## src/rtl/mem_read_port.sv

```systemverilog
`default_nettype none
// ============================================================================
// Module      : mem_read_port
// Description : Requester-side load unit for the multi-cycle MIPS datapath.
//               Accepts a one-cycle load request, runs a req/ack handshake
//               toward data memory, extracts and extends the addressed
//               byte/halfword/word and holds it on dataOut. Misaligned or
//               illegal requests and memory timeouts abort with a sticky err.
// Revision    : 1.0 - initial release
// ----------------------------------------------------------------------------
// Parameters
//   TIMEOUT    : max REQ cycles without mem_ack before abort (1..255)
// Ports
//   clk        : clock, rising edge
//   rst_n      : asynchronous active-low reset
//   start      : load request pulse, sampled only while idle
//   addr       : byte address of the load
//   size       : 00 byte, 01 halfword, 10 word, 11 illegal
//   sign_ext   : 1 sign-extend, 0 zero-extend sub-word loads
//   busy       : load in progress
//   done       : one-cycle completion pulse (success or abort)
//   err        : last load aborted (sticky until next accepted start)
//   dataOut    : last successfully loaded value
//   mem_req    : memory read request
//   mem_addr   : word-aligned memory address
//   mem_ack    : memory read data valid
//   mem_rdata  : memory read data
// ============================================================================
module mem_read_port #(
    parameter int TIMEOUT = 255
) (
    input  logic        clk,
    input  logic        rst_n,
    input  logic        start,
    input  logic [31:0] addr,
    input  logic [1:0]  size,
    input  logic        sign_ext,
    output logic        busy,
    output logic        done,
    output logic        err,
    output logic [31:0] dataOut,
    output logic        mem_req,
    output logic [31:0] mem_addr,
    input  logic        mem_ack,
    input  logic [31:0] mem_rdata
);

    localparam logic [1:0] S_IDLE = 2'd0;
    localparam logic [1:0] S_REQ  = 2'd1;
    localparam logic [1:0] S_DONE = 2'd2;
    localparam logic [1:0] S_ERR  = 2'd3;

    // Counter value seen during the TIMEOUT-th REQ cycle (counter starts at 0).
    localparam logic [7:0] C_CNT_LAST = 8'(TIMEOUT - 1);

    logic [1:0]  state_q, state_d;
    logic [31:0] addr_q, addr_d;
    logic [1:0]  size_q, size_d;
    logic        sext_q, sext_d;
    logic [7:0]  cnt_q, cnt_d;
    logic        done_q, done_d;
    logic        err_q, err_d;
    logic        req_q, req_d;
    logic [31:0] data_q, data_d;

    logic        bad_req;
    logic        accept;
    logic [7:0]  sel_byte;
    logic [15:0] sel_half;
    logic [31:0] load_val;

    // Alignment/legality check uses the live request inputs so the abort
    // decision is made on the accepting edge.
    always_comb begin
        bad_req = 1'b0;
        case (size)
            2'b00:   bad_req = 1'b0;
            2'b01:   bad_req = addr[0];
            2'b10:   bad_req = (addr[1:0] != 2'b00);
            default: bad_req = 1'b1;
        endcase
    end

    assign accept = (state_q == S_IDLE) && start;

    // Little-endian lane selection from the latched request.
    always_comb begin
        case (addr_q[1:0])
            2'd0:    sel_byte = mem_rdata[7:0];
            2'd1:    sel_byte = mem_rdata[15:8];
            2'd2:    sel_byte = mem_rdata[23:16];
            default: sel_byte = mem_rdata[31:24];
        endcase
        sel_half = addr_q[1] ? mem_rdata[31:16] : mem_rdata[15:0];
        case (size_q)
            2'b00:   load_val = {{24{sext_q & sel_byte[7]}}, sel_byte};
            2'b01:   load_val = {{16{sext_q & sel_half[15]}}, sel_half};
            default: load_val = mem_rdata;
        endcase
    end

    // ------------------------------------------------------------------
    // FSM: state register
    // ------------------------------------------------------------------
    always_ff @(posedge clk or negedge rst_n) begin
        if (!rst_n) begin
            state_q <= S_IDLE;
        end else begin
            state_q <= state_d;
        end
    end

    // ------------------------------------------------------------------
    // FSM: next-state logic
    // ------------------------------------------------------------------
    always_comb begin
        state_d = state_q;
        case (state_q)
            S_IDLE: begin
                if (start) begin
                    state_d = bad_req ? S_ERR : S_REQ;
                end
            end
            S_REQ: begin
                // An ack on the timeout edge still completes normally.
                if (mem_ack) begin
                    state_d = S_DONE;
                end else if (cnt_q == C_CNT_LAST) begin
                    state_d = S_ERR;
                end
            end
            S_DONE:  state_d = S_IDLE;
            default: state_d = S_IDLE;
        endcase
    end

    // ------------------------------------------------------------------
    // FSM: output / datapath next values (registered below)
    // ------------------------------------------------------------------
    always_comb begin
        addr_d = addr_q;
        size_d = size_q;
        sext_d = sext_q;
        cnt_d  = cnt_q;
        data_d = data_q;
        err_d  = err_q;
        req_d  = (state_d == S_REQ);
        done_d = (state_d == S_DONE) || (state_d == S_ERR);

        if (accept) begin
            addr_d = addr;
            size_d = size;
            sext_d = sign_ext;
            err_d  = 1'b0;
        end

        if (state_q == S_IDLE) begin
            cnt_d = 8'd0;
        end else if (state_q == S_REQ) begin
            cnt_d = cnt_q + 8'd1;
            if (mem_ack) begin
                data_d = load_val;
            end
        end

        if (state_d == S_ERR) begin
            err_d = 1'b1;
        end
    end

    always_ff @(posedge clk or negedge rst_n) begin
        if (!rst_n) begin
            addr_q <= 32'd0;
            size_q <= 2'd0;
            sext_q <= 1'b0;
            cnt_q  <= 8'd0;
            data_q <= 32'd0;
            err_q  <= 1'b0;
            req_q  <= 1'b0;
            done_q <= 1'b0;
        end else begin
            addr_q <= addr_d;
            size_q <= size_d;
            sext_q <= sext_d;
            cnt_q  <= cnt_d;
            data_q <= data_d;
            err_q  <= err_d;
            req_q  <= req_d;
            done_q <= done_d;
        end
    end

    assign busy     = (state_q != S_IDLE);
    assign mem_addr = {addr_q[31:2], 2'b00};
    assign mem_req  = req_q;
    assign done     = done_q;
    assign err      = err_q;
    assign dataOut  = data_q;

endmodule
`default_nettype wire

```

## config.mk

```make
export PLATFORM = sky130hd
export DESIGN_NAME = mem_read_port
export DESIGN_NICKNAME = d
export VERILOG_FILES = /design/src/rtl/mem_read_port.sv
export SDC_FILE = /design/constraint.sdc
export NUM_CORES = 1
export LEC_CHECK = 0
export ABC_AREA = 1
export BUFFER_PORTS_ARGS = -buffer_cell sky130_fd_sc_hd__buf_2
export CORE_UTILIZATION = 55
export CTS_CLUSTER_SIZE = 40
export DETAILED_ROUTE_END_ITERATION = 8
export GPL_ROUTABILITY_DRIVEN = 1
export PLACE_DENSITY_LB_ADDON = 0.12
export SLEW_MARGIN = 15
export SYNTH_ARGS = -nofsm -noshare
export SYNTH_HDL_FRONTEND = slang
export SYNTH_SLANG_ARGS = --single-unit
```

## constraint.sdc

```tcl
create_clock -name clk -period 1.8 [get_ports clk]
set_input_delay 0.27 -clock clk [delete_from_list [all_inputs] [get_ports clk]]
set_output_delay 0.27 -clock clk [all_outputs]
set_load 0.01 [all_outputs]
```

Word level (Yosys, flattened, before mapping)

Index checks and enable logic that the tools add are counted.

Flip-flop bits (word level): 80
Input port bits: 71
Output and inout port bits: 68
Logic and storage cells: 47

Add/sub/neg operators: 1
Equal/unequal tests: 10
Multiplexer cells: 13
Bitwise logic cells: 3
Reductions and logical operators: 11

Operators by type and width:

| operator                                                              | count |
|---|---|
| 32-bit case mux with 2 select lines                                   | 1 |
| 8-bit case mux with 3 select lines                                    | 1 |
| 16-bit two-way mux                                                    | 1 |
| 8-bit two-way mux                                                     | 2 |
| 2-bit by 1-bit equality test with 1-bit output, second input constant | 5 |
| 8-bit by 1-bit adder with 8-bit output, second input constant         | 1 |
| 2-bit equality test, second input constant                            | 4 |
| 8-bit equality test, second input constant                            | 1 |
| 2-bit zero test                                                       | 4 |
| 2-bit two-way mux                                                     | 4 |
| 2-bit nonzero test                                                    | 4 |
| 2-bit case mux with 2 select lines                                    | 1 |
| 1-bit case mux with 3 select lines                                    | 1 |
| 3-bit AND reduction                                                   | 1 |
| 1-bit AND                                                             | 2 |
| 1-bit two-way mux                                                     | 2 |
| 1-bit logical AND                                                     | 1 |
| 1-bit logical OR                                                      | 1 |
| 1-bit inverter                                                        | 1 |

Depth between registers and ports, before layout

Gate-level depths: netlist of run 1.

Depth after elaboration: 7
Gate-level depth with buffers: 9
Mapped depth without buffers: 8

Least setup slack after synthesis of run 1

No wires, ideal clock.

Kind: register to register
From: register state_q[1]
To: register addr_q[10]
Library setup time: 65 ps
Data arrival time: 1166 ps
Data required time: 1735 ps
Setup slack: 570 ps
Stages on the path, launching flop included: 8
Buffers on the path: 2
Period minus slack after synthesis: 1230 ps
Cell sequence: dfrtp_1 inv_4 nand2_1 nor2_2 buf_4 buf_6 nand2_1 nand2_1

Cells in the longest elaborated chain, start to end: 2

RTL lines:

| item                   | RTL line | text |
|---|---|---|
| start, declared        | 56       | `logic [1:0] state_q, state_d;` |
| start signal, assigned | 109      | `state_q <= state_d;` |
| 2-bit zero test        | 84       | `assign accept = (state_q == S_IDLE) && start;` |
| 1-bit logical AND      | 84       |  |
| end signal, assigned   | 182      | `addr_q <= addr_d;` |
| end, declared          | 57       | `logic [31:0] addr_q, addr_d;` |

Every way passes these cells.
A chain may end at the register's enable or synchronous reset.

Final worst setup path of run 1

From: register state_q[1]
To: register data_q[28] (netlist: dataOut[28])

Cells in the longest elaborated chain, start to end: 3
Elaborated cells between the ends (all ways): 4
Those cells by class: eq/ne: 1; bitwise: 1; reduce/logical: 2

RTL lines:

| item                                   | RTL line | text |
|---|---|---|
| 2-bit zero test                        | 157      | `if (state_q == S_IDLE) begin` |
| 1-bit inverter (no source line)        | n/a      |  |
| 3-bit AND reduction (no source line) * | n/a      |  |
| end signal, assigned                   | 186      | `data_q <= data_d;` |
| end, declared                          | 64       | `logic [31:0] data_q, data_d;` |

Every way passes the cells marked *; elsewhere a longest branch is shown, timed or not.

==> results of run 1 <==
==> cell usage in the layout, fill, tap and decap left out, drive strengths merged <==
master         n
nor3b          1
inv           59
a21o           1
a21boi         8
clkinv         2
conb           2
xor2           1
buf          143
dfrtp         80
nand2        175
nand3         16
bufinv         3
a21oi         41
dlygate4sd3    1
o22a           1
nor3           3
clkinvlp       1
ha             2
or2           24
o22ai          3
nor2          30
o21ai         27
nand4          2
clkbuf        10
==> worst max path at each step <==
| stage | from | end | slack, ps | depth (start not counted) |
|---|---|---|---|---|
| 6_report | state_q[1]$_DFF_PN0_ | dataOut[28]$_DFFE_PN0P_ | 270 | 6 |
| 5_1_grt | addr_q[1]$_DFFE_PN0P_ | dataOut[14]$_DFFE_PN0P_ | 50 | 7 |
| 4_1_cts | state_q[1]$_DFF_PN0_ | dataOut[16]$_DFFE_PN0P_ | 270 | 6 |
| 3_5_place_dp | addr_q[1]$_DFFE_PN0P_ | dataOut[12]$_DFFE_PN0P_ | 280 | 7 |
| 3_3_place_gp | state_q[1]$_DFF_PN0_ | dataOut[28]$_DFFE_PN0P_ | 320 | 6 |
| 2_1_floorplan | state_q[1]$_DFF_PN0_ | addr_q[10]$_DFFE_PN0P_ | 570 | 7 |
==> state kept, by name (all words and copies together) (netlist names) <==
signal	flops
cnt_q	8
done	1
dataOut	32
mem_req	1
size_q	2
addr_q	32
state_q	2
sext_q	1
err	1
==> final cells by class <==
type / instances / area, um^2 / share of cell area, %
well taps: 99 / 123.9 / 2.509
multi-input cells: 337 / 1569 / 31.78
flip-flops and latches: 80 / 2002 / 40.55
clock inverters: 6 / 115.1 / 2.331
inverters: 59 / 231.5 / 4.688
clock buffers: 10 / 137.6 / 2.788
repair buffers: 144 / 758.2 / 15.36
==> where the power goes <==
group	switching, mW	internal [mW]	total (mW)
sequential	0.479	2.61	3.09
clock	0.691	0.966	1.66
combinational	2.22	1.47	3.69
==> cells by family (layout without fill, tap and decap cells) <==
family,Yosys count,after routing
AO/OA/AOI/OAI,81,81
XOR/XNOR,1,1
adder cells (fa/ha/maj),2,2
buffers and inverters,110,219
flip-flops,80,80
other,1,2
AND/OR/NAND/NOR,251,251
==> worst max-delay path, delay by kind of cell, from the launching register on <==
kind | cells | cell delay [ps]
and+or+nand+nor | 2 | 360
DFF | 1 | 430
AOI/OAI and AO/OA | 2 | 300
buffers and inverters | 2 | 320
==> per-layer routing <==
| metal | GRT usage [%] | part of all wire, % | up-vias |
|---|---|---|---|
| met3 | 4.432 | 6.3 | 16 |
| met1 | 34.09 | 46 | 1638 |
| met5 | 0 | 0 | - |
| met2 | 37.68 | 46 | 136 |
| li1 | - | - | 1800 |
| met4 | 10.97 | 2.0 | 0 |
==> through the flow <==
| stage | total power, mW | area (um^2) | utilization, % |
|---|---|---|---|
| floorplan | 6.025 | 4203 | - |
| global placement | 6.720 | 4674 | 63.77 |
| detailed placement | 6.790 | 4674 | 63.77 |
| CTS | 8.475 | 4937 | 67.35 |
| global route | 9.101 | 4937 | 67.35 |
| finish | 8.429 | 4937 | 67.35 |
==> metrics.txt, run 1 <==
Synth Area in Compound Gates=10.64%; Seq/Total Area, Yosys=47.68%; ANT nets after route=0; clock skew=10.99 ps; Worst EP arrival=1780 ps; Yosys top cell area share=47.68%; FFs w/ async S/R, synth=100.0%; most used cell, CP=inv_4; Synth Area in XOR/XNOR=0.2086%; Worst Setup End Kind=register; Hold Slack=107.9 ps; VDD IR max=0.8278 mV; Via density=4.884; Cell variety after synth=34; Antenna Cells=0; H-tree lvl count=3; Post-Place Worst Slack=281.7 ps; placed cells=718; Synth top cells by count=nand2_1 (172), dfrtp_1 (80), inv_1 (53), a21oi_1 (39), buf_4 (34); final number of max-transition violations=0; Placer Congestion=0.9163; Post-Synth Simple-Gate Area=25.74%; hold buffer count at cts=1; worst setup margin=265.4 ps; hold depth=3; Synth Register Bits=80; Resized Gates After CTS=0; P&R area growth vs syn=17.58%; clock slew at the register clock pins of the worst setup and hold paths=90 ps; EDFF count, synth=0; reg2reg end=dataOut[28]$_DFFE_PN0P_; Post-Route WL=9.569 mm; number of global-route vias before repair=3,205; setup TNS=0 ps; Avg Synthesized Cell Area=7.983 um^2; area leader, netlist=dfrtp_1; Final Critical Period=1535 ps; share of cells above drive strength 1=30.66%; period utilisation layout=85.26%; Starting Density=57.28%; warnings from Yosys=0; latest clock arrival within the worst-skew pair=360 ps; top post-synthesis cells by area=dfrtp_1 (48%), nand2_1 (15%), buf_4 (6.1%); IO Pins=139; vias after detailed routing=3,590; Hold EP=addr_q[18]$_DFFE_PN0P_; Worst Hold Launch=addr[18]; pwr/cell area=1707 mW/mm^2; Slowest-stage cell, CP=dfrtp_1; clk root buf=clkbuf_8; CP max FO=33; Adder-Cell Fraction of Synth Area=0.5959%; die width=89.38 um; # clock sinks=80; DR iter-0 viols=176; Hold Path Class=in -> reg; f_max=0.6516 GHz; Fill cells=602; final setup violation count=0; residual DRC count=0; Reg2Reg Depth=6; Post-CTS Setup Bufs=0; RSZ-0062 raised after global routing=false; hpwl dp=6.873 mm; GRT Total Usage=24.53%; first-pass GRT wire length=14.79 mm; CTS tree=built; main combinational cell family by area after synthesis=simple AND/OR/NAND/NOR gates; P_leak=2.815 nW; Final Hold Vio Count=0; largest net degree at the start of global routing=43; non-filler cells, final=735; Core Footprint=0.007331 mm^2; Reg2Reg Launch Point=state_q[1]$_DFF_PN0_; CTS max path bufs=2; Tightest Pin Transition=550.0 ps; Slew Limit Headroom=63.28%; worst path required time=2040 ps; die height=89.38 um; std cell rows=31; initial antenna violation count=0; grt total ovfl=0; die area=0.007988 mm^2; number of nets in the layout=704; Cell Chain, Critical Path=inv_4, nand2_4, nor2_8, inv_4, a21oi_1, a21oi_2; mux cell area share after synthesis=0%; cell count after synthesis=526; PortBufs=136; Wirelength per Cell=13.02 um; status=completed; most frequent cell after synthesis=nand2_1; ys flop type=dfrtp_1; WS Path Type=reg -> reg; Synth Cell Area=0.004199 mm^2; Worst Setup Start Kind=register; Worst R2R Setup Slack=270 ps; CTS buffer count=9; max incr delay on CP=430 ps; max_cap viols=0; 1st-pass router iterations=5
(Power assumes the default switching activity.)
==> run 2: changes to the inputs <==
--- a/config.mk
+++ b/config.mk
@@ -5,9 +5,8 @@
 export SDC_FILE = /design/constraint.sdc
 export NUM_CORES = 1
 export LEC_CHECK = 0
-export ABC_AREA = 1
 export BUFFER_PORTS_ARGS = -buffer_cell sky130_fd_sc_hd__buf_2
-export CORE_UTILIZATION = 55
+export CORE_UTILIZATION = 54
 export CTS_CLUSTER_SIZE = 40
 export DETAILED_ROUTE_END_ITERATION = 8
 export GPL_ROUTABILITY_DRIVEN = 1
==> metrics.txt, run 2 <==
f_max=0.5936 GHz; vias after detailed routing=3,371; number of nets in the layout=618; switching share of power=40.60%; overall power=8.097 mW; WS Path Type=reg -> out; PortBufs=136; P&R area growth vs syn=20.16%; DRT met1 WL=3.963 mm; most frequent cell after synthesis=nand2_1; commonest cells after routing, fill and taps aside=buf_2 (135), nand2_1 (131), dfrtp_1 (80); GRT Total Usage=25.12%; ys flop type=dfrtp_1; uppermost layer routed=met4; register area=0.002002 mm^2; CTS buffer count=9; share of cells above drive strength 1=32.91%; Antenna Cells=0; mux cell area share after synthesis=1.867%; largest net degree at the start of global routing=81; clk root buf=clkbuf_8; top post-synthesis cells by area=dfrtp_1 (51%), nand2_1 (12%), buf_4 (6.5%); cell count after synthesis=436; max_cap viols=0; EDFF count, synth=0; Cell variety after synth=49; grt total ovfl=0; Core Footprint=0.006944 mm^2; die width=87.57 um; area leader, netlist=dfrtp_1; met2 routed WL=4.535 mm; status=completed; non-filler cells, final=646; Worst Setup Start Kind=register; 1st-pass router iterations=4; Avg Synthesized Cell Area=9.068 um^2; Synth top cells by count=nand2_1 (131), dfrtp_1 (80), buf_4 (34), a21oi_1 (33), nor2_1 (29); Post-Route WL=9.217 mm; Wirelength per Cell=14.27 um; setup TNS=0 ps; hold depth=3; Placer Congestion=0.7974; IO Pins=139; Seq/Total Area, Yosys=50.63%; Hold EP=addr_q[7]$_DFFE_PN0P_; Synth Area in XOR/XNOR=0.4430%; Internal=4.810 mW; reg2reg end=dataOut[23]$_DFFE_PN0P_; warnings from Yosys=0; Adder-Cell Fraction of Synth Area=0.6329%; die area=0.007668 mm^2; pwr/cell area=1704 mW/mm^2; Clk pwr share=16.1%; Finished Cell Area=0.004751 mm^2; Synth Area in Compound Gates=14.97%; Worst Setup End Kind=primary output; area of the multi-input gates=0.001567 mm^2; RSZ-0062 raised after global routing=false; CP max FO=8; Via density=5.218; Flop pwr share=38.4%; first-pass GRT wire length=14.90 mm; die height=87.57 um; Synth Cell Area=0.003954 mm^2; # clock sinks=80; most common cell after layout, fill and taps aside=buf_2; final setup violation count=0; Final Critical Period=1685 ps; hpwl dp=6.599 mm; Worst EP arrival=1410 ps; final number of max-transition violations=0; combinational power share=45.5%; CTS tree=built; Post-CTS Setup Bufs=0; std cell rows=30; Reg2Reg Depth=5; period utilisation layout=93.59%; clock skew=11.21 ps; clock slew at the register clock pins of the worst setup and hold paths=90 ps; Hold Path Class=in -> reg; DR iter-0 viols=235; Final Hold Vio Count=0; Worst R2R Setup Slack=250 ps; Worst Hold Launch=addr[7]; ANT nets after route=0; P_leak=2.449 nW; worst path required time=1530 ps; latest clock arrival within the worst-skew pair=340 ps; Reg2Reg Launch Point=state_q[0]$_DFF_PN0_; number of global-route vias before repair=3,205; VDD IR max=0.8284 mV; initial antenna violation count=0; residual DRC count=0; Fill cells=606; Switch Pwr=3.288 mW; Yosys top cell area share=50.63%; Post-Synth Simple-Gate Area=21.33%; placed cells=629; met3 wire length=521 um; dpl cell area=0.004539 mm^2; main combinational cell family by area after synthesis=simple AND/OR/NAND/NOR gates; CTS max path bufs=2; Starting Density=56.94%; Synth Register Bits=80; FFs w/ async S/R, synth=100.0%; H-tree lvl count=3
## run 2: changes by cell type in the layout (fill, tap and decap cells not counted), moves of 8 or more
| cell | before | now |
|---|---|---|
| inv_1 | 53 | 4 |
| a21boi_1 | 8 | 0 |
| a22o_1 | 0 | 8 |
| nand3_1 | 15 | 2 |
| nand2_1 | 172 | 131 |
| or2_2 | 19 | 1 |
| o21ai_0 | 26 | 16 |
## run 2: stage by stage
stage	hold WS, ps	setup slack [ps]	util [%]
floorplan	-25.59	387.0	-
global placement	326.7	246.5	65.37
detailed placement	326.9	164.0	65.37
CTS	91.55	89.81	68.38
global route	100.0	24.36	68.41
finish	105.2	115.3	68.41
## run 2: area by class of cell
class / count / area share, %
tap: 96 / 2.528
clock inverter: 6 / 1.449
clock buffer: 10 / 2.686
sequential: 80 / 42.14
multi-input combinational: 297 / 32.97
timing repair buffer: 153 / 17.91
inverter: 4 / 0.3160
## run 2: power groups by stage
stage               logic [mW]  clock network, mW  registers, mW
finish                    3.69               1.30           3.11
global route              4.15               1.40           3.21
CTS                       3.72               1.34           3.11
detailed placement        3.70                  0           3.14
global placement          3.60                  0           3.11
floorplan                 2.63                  0           3.22
## run 2: cell families (layout without fill, tap and decap cells)
family,count (synthesis),after routing
AOI/OAI and AO/OA,92,92
xor gates and xnor gates,2,2
adders and majority gates,2,2
buffers and inverters,60,173
DFF,80,80
muxes,6,6
other,1,2
and+or+nand+nor,193,193
## run 2: worst max-delay path, stage by stage (launching register included)
cell and delay, ps:
dfrtp_1 460, buf_4 190, nor2_2 220, inv_1 70, buf_2 140
## run 2: routing by layer
metal / GRT usage (%) / vias to the layer above
li1: - / 1634
met1: 33.71 / 1597
met2: 41.19 / 125
met3: 3.864 / 15
met4: 10.13 / 0
met5: 0 / -
## run 2: worst max-delay path by stage
stage	start	slack, ps	end	cells after the start
after floorplan	size_q[0]$_DFFE_PN0P_	390	dataOut[3]$_DFFE_PN0P_	5
after global placement	addr_q[1]$_DFFE_PN0P_	250	dataOut[7]$_DFFE_PN0P_	4
after detailed placement	state_q[1]$_DFF_PN0_	160	addr_q[14]$_DFFE_PN0P_	6
after CTS	state_q[1]$_DFF_PN0_	90	busy	4
after global routing	state_q[1]$_DFF_PN0_	20	busy	4
final	state_q[1]$_DFF_PN0_	120	busy	4
## run 2: repair_timing
| action | CTS | global route |
|---|---|---|
| hold buffers | 1 | 0 |
| endpoints found under the hold margin | 80 | 0 |
| gates resized for setup | 1 | 1 |
| setup endpoints to repair | 1 | 2 |
==> run 3: changes to the inputs <==
--- a/config.mk
+++ b/config.mk
@@ -6,6 +6,7 @@
 export NUM_CORES = 1
 export LEC_CHECK = 0
 export BUFFER_PORTS_ARGS = -buffer_cell sky130_fd_sc_hd__buf_2
+export CORE_ASPECT_RATIO = 1.2
 export CORE_UTILIZATION = 54
 export CTS_CLUSTER_SIZE = 40
 export DETAILED_ROUTE_END_ITERATION = 8
==> metrics.txt, run 3 (synthesis gave the netlist of run 2 again) <==
Slew Limit Headroom=51.69%; Final Critical Period=1641 ps; number of global-route vias before repair=3,224; share of cells above drive strength 1=32.12%; uppermost layer routed=met4; die height=95.74 um; die area=0.007669 mm^2; setup TNS=0 ps; GRT Total Usage=25.52%; Placer Congestion=0.8596; Via density=5.361; Post-Route WL=9.466 mm; met2 routed WL=4.751 mm; clk root buf=clkbuf_8; VDD IR max=0.9632 mV; Reg2Reg Launch Point=addr_q[1]$_DFFE_PN0P_; H-tree lvl count=3; pwr/cell area=1730 mW/mm^2; f_max=0.6093 GHz; die width=80.11 um; P_leak=2.444 nW; placed cells=617; Core Footprint=0.006937 mm^2; Slowest-stage cell, CP=dfrtp_1; WS Path Type=reg -> out; final number of max-transition violations=0; vias after detailed routing=3,404; Reg2Reg Depth=4; period utilisation layout=91.17%; CTS max path bufs=2; PortBufs=136; Starting Density=57.00%; DRT met1 WL=3.960 mm; P&R area growth vs syn=19.78%; Cell Chain, Critical Path=nor2_1, inv_1, buf_2; Hold Slack=98.58 ps; std cell rows=33; most common cell after layout, fill and taps aside=buf_2; CTS buffer count=9; RSZ-0062 raised after global routing=false; Worst R2R Setup Slack=170 ps; Worst EP arrival=1370 ps; overall power=8.192 mW; IO Pins=139; hold depth=3; CP max FO=7; 1st-pass router iterations=4; residual DRC count=0; largest net degree at the start of global routing=41; ANT nets after route=0; Wirelength per Cell=14.91 um; Tightest Pin Transition=723.2 ps; Hold EP=addr_q[27]$_DFFE_PN0P_; clock skew=7.539 ps; Hold Path Class=in -> reg; max_cap viols=0; hpwl dp=6.811 mm; status=completed; initial antenna violation count=0; # clock sinks=80; Worst Setup End Kind=primary output; Worst Hold Launch=addr[27]; Final Hold Vio Count=0; worst path required time=1530 ps; met3 wire length=520 um; non-filler cells, final=635; number of nets in the layout=616; first-pass GRT wire length=14.87 mm; Worst Setup Start Kind=register; Crit. Startpoint=state_q[0]$_DFF_PN0_; latest clock arrival within the worst-skew pair=350 ps; reg2reg end=dataOut[11]$_DFFE_PN0P_; grt total ovfl=0; Finished Core Util=68.27%; final setup violation count=0; max incr delay on CP=510 ps; CTS tree=built; Antenna Cells=0; commonest cells after routing, fill and taps aside=buf_2 (135), nand2_1 (131), dfrtp_1 (80); clock slew at the register clock pins of the worst setup and hold paths=80 ps; DR iter-0 viols=171
[run 3: cell types whose count changed in the layout (fill, tap and decap cells not counted), sizes merged]
cell,delta
clkinv,-1
inv,-1
bufinv,+1
clkbuf,+1
buf,-2
[run 3: what timing repair did]
item	in CTS	in global routing
endpoints found under the hold margin	24	0
endpoints found under the setup margin	0	14
hold buffers	1	0
buffers inserted	0	1
resized for setup	0	0
[run 3: how the worst max path moves through the flow]
stage | to | slack (ps) | cells after the start
floorplan | dataOut[3]$_DFFE_PN0P_ | 390 | 5
global placement | dataOut[29]$_DFFE_PN0P_ | 160 | 4
detailed placement | dataOut[20]$_DFFE_PN0P_ | 100 | 4
CTS | dataOut[20]$_DFFE_PN0P_ | 80 | 4
global route | dataOut[8]$_DFFE_PN0P_ | 40 | 4
finish | busy | 160 | 3
[run 3: metrics by stage]
step,area [um^2],worst slack [ps]
after floorplan,3958,387.0
after global placement,4493,155.8
after detailed placement,4493,96.70
after CTS,4716,77.93
after global routing,4736,36.86
final,4736,158.9
[run 3: report_power, final]
| group | internal [mW] | switching (mW) | total, mW | leakage (nW) |
|---|---|---|---|---|
| combinational | 1.51 | 2.12 | 3.64 | 1.37 |
| sequential | 2.61 | 0.501 | 3.12 | 0.974 |
| clock | 0.783 | 0.659 | 1.44 | 0.104 |
| total | 4.91 | 3.28 | 8.19 | 2.44 |
[run 3: routing by layer]
metal / vias up / global-route usage (%)
met5: - / 0
met4: 0 / 13.24
met3: 20 / 4.076
met2: 114 / 43.45
met1: 1644 / 31.31
li1: 1626 / -
[run 3: cell type report]
class | instances | area, um^2
Multi-Input combinational cell | 297 | 1562
Fill cell | 561 | 2201
Clock inverter | 5 | 81.33
Inverter | 4 | 15.01
Tap cell | 87 | 108.9
Timing Repair Buffer | 151 | 835.8
Clock buffer | 11 | 131.4
Sequential cell | 80 | 2002
[run 3: worst max-delay path, delay by kind of cell (launching register included)]
kind          cells  cell delay, ps
flops             1             510
buf+inv           2             210
simple gates      1             300
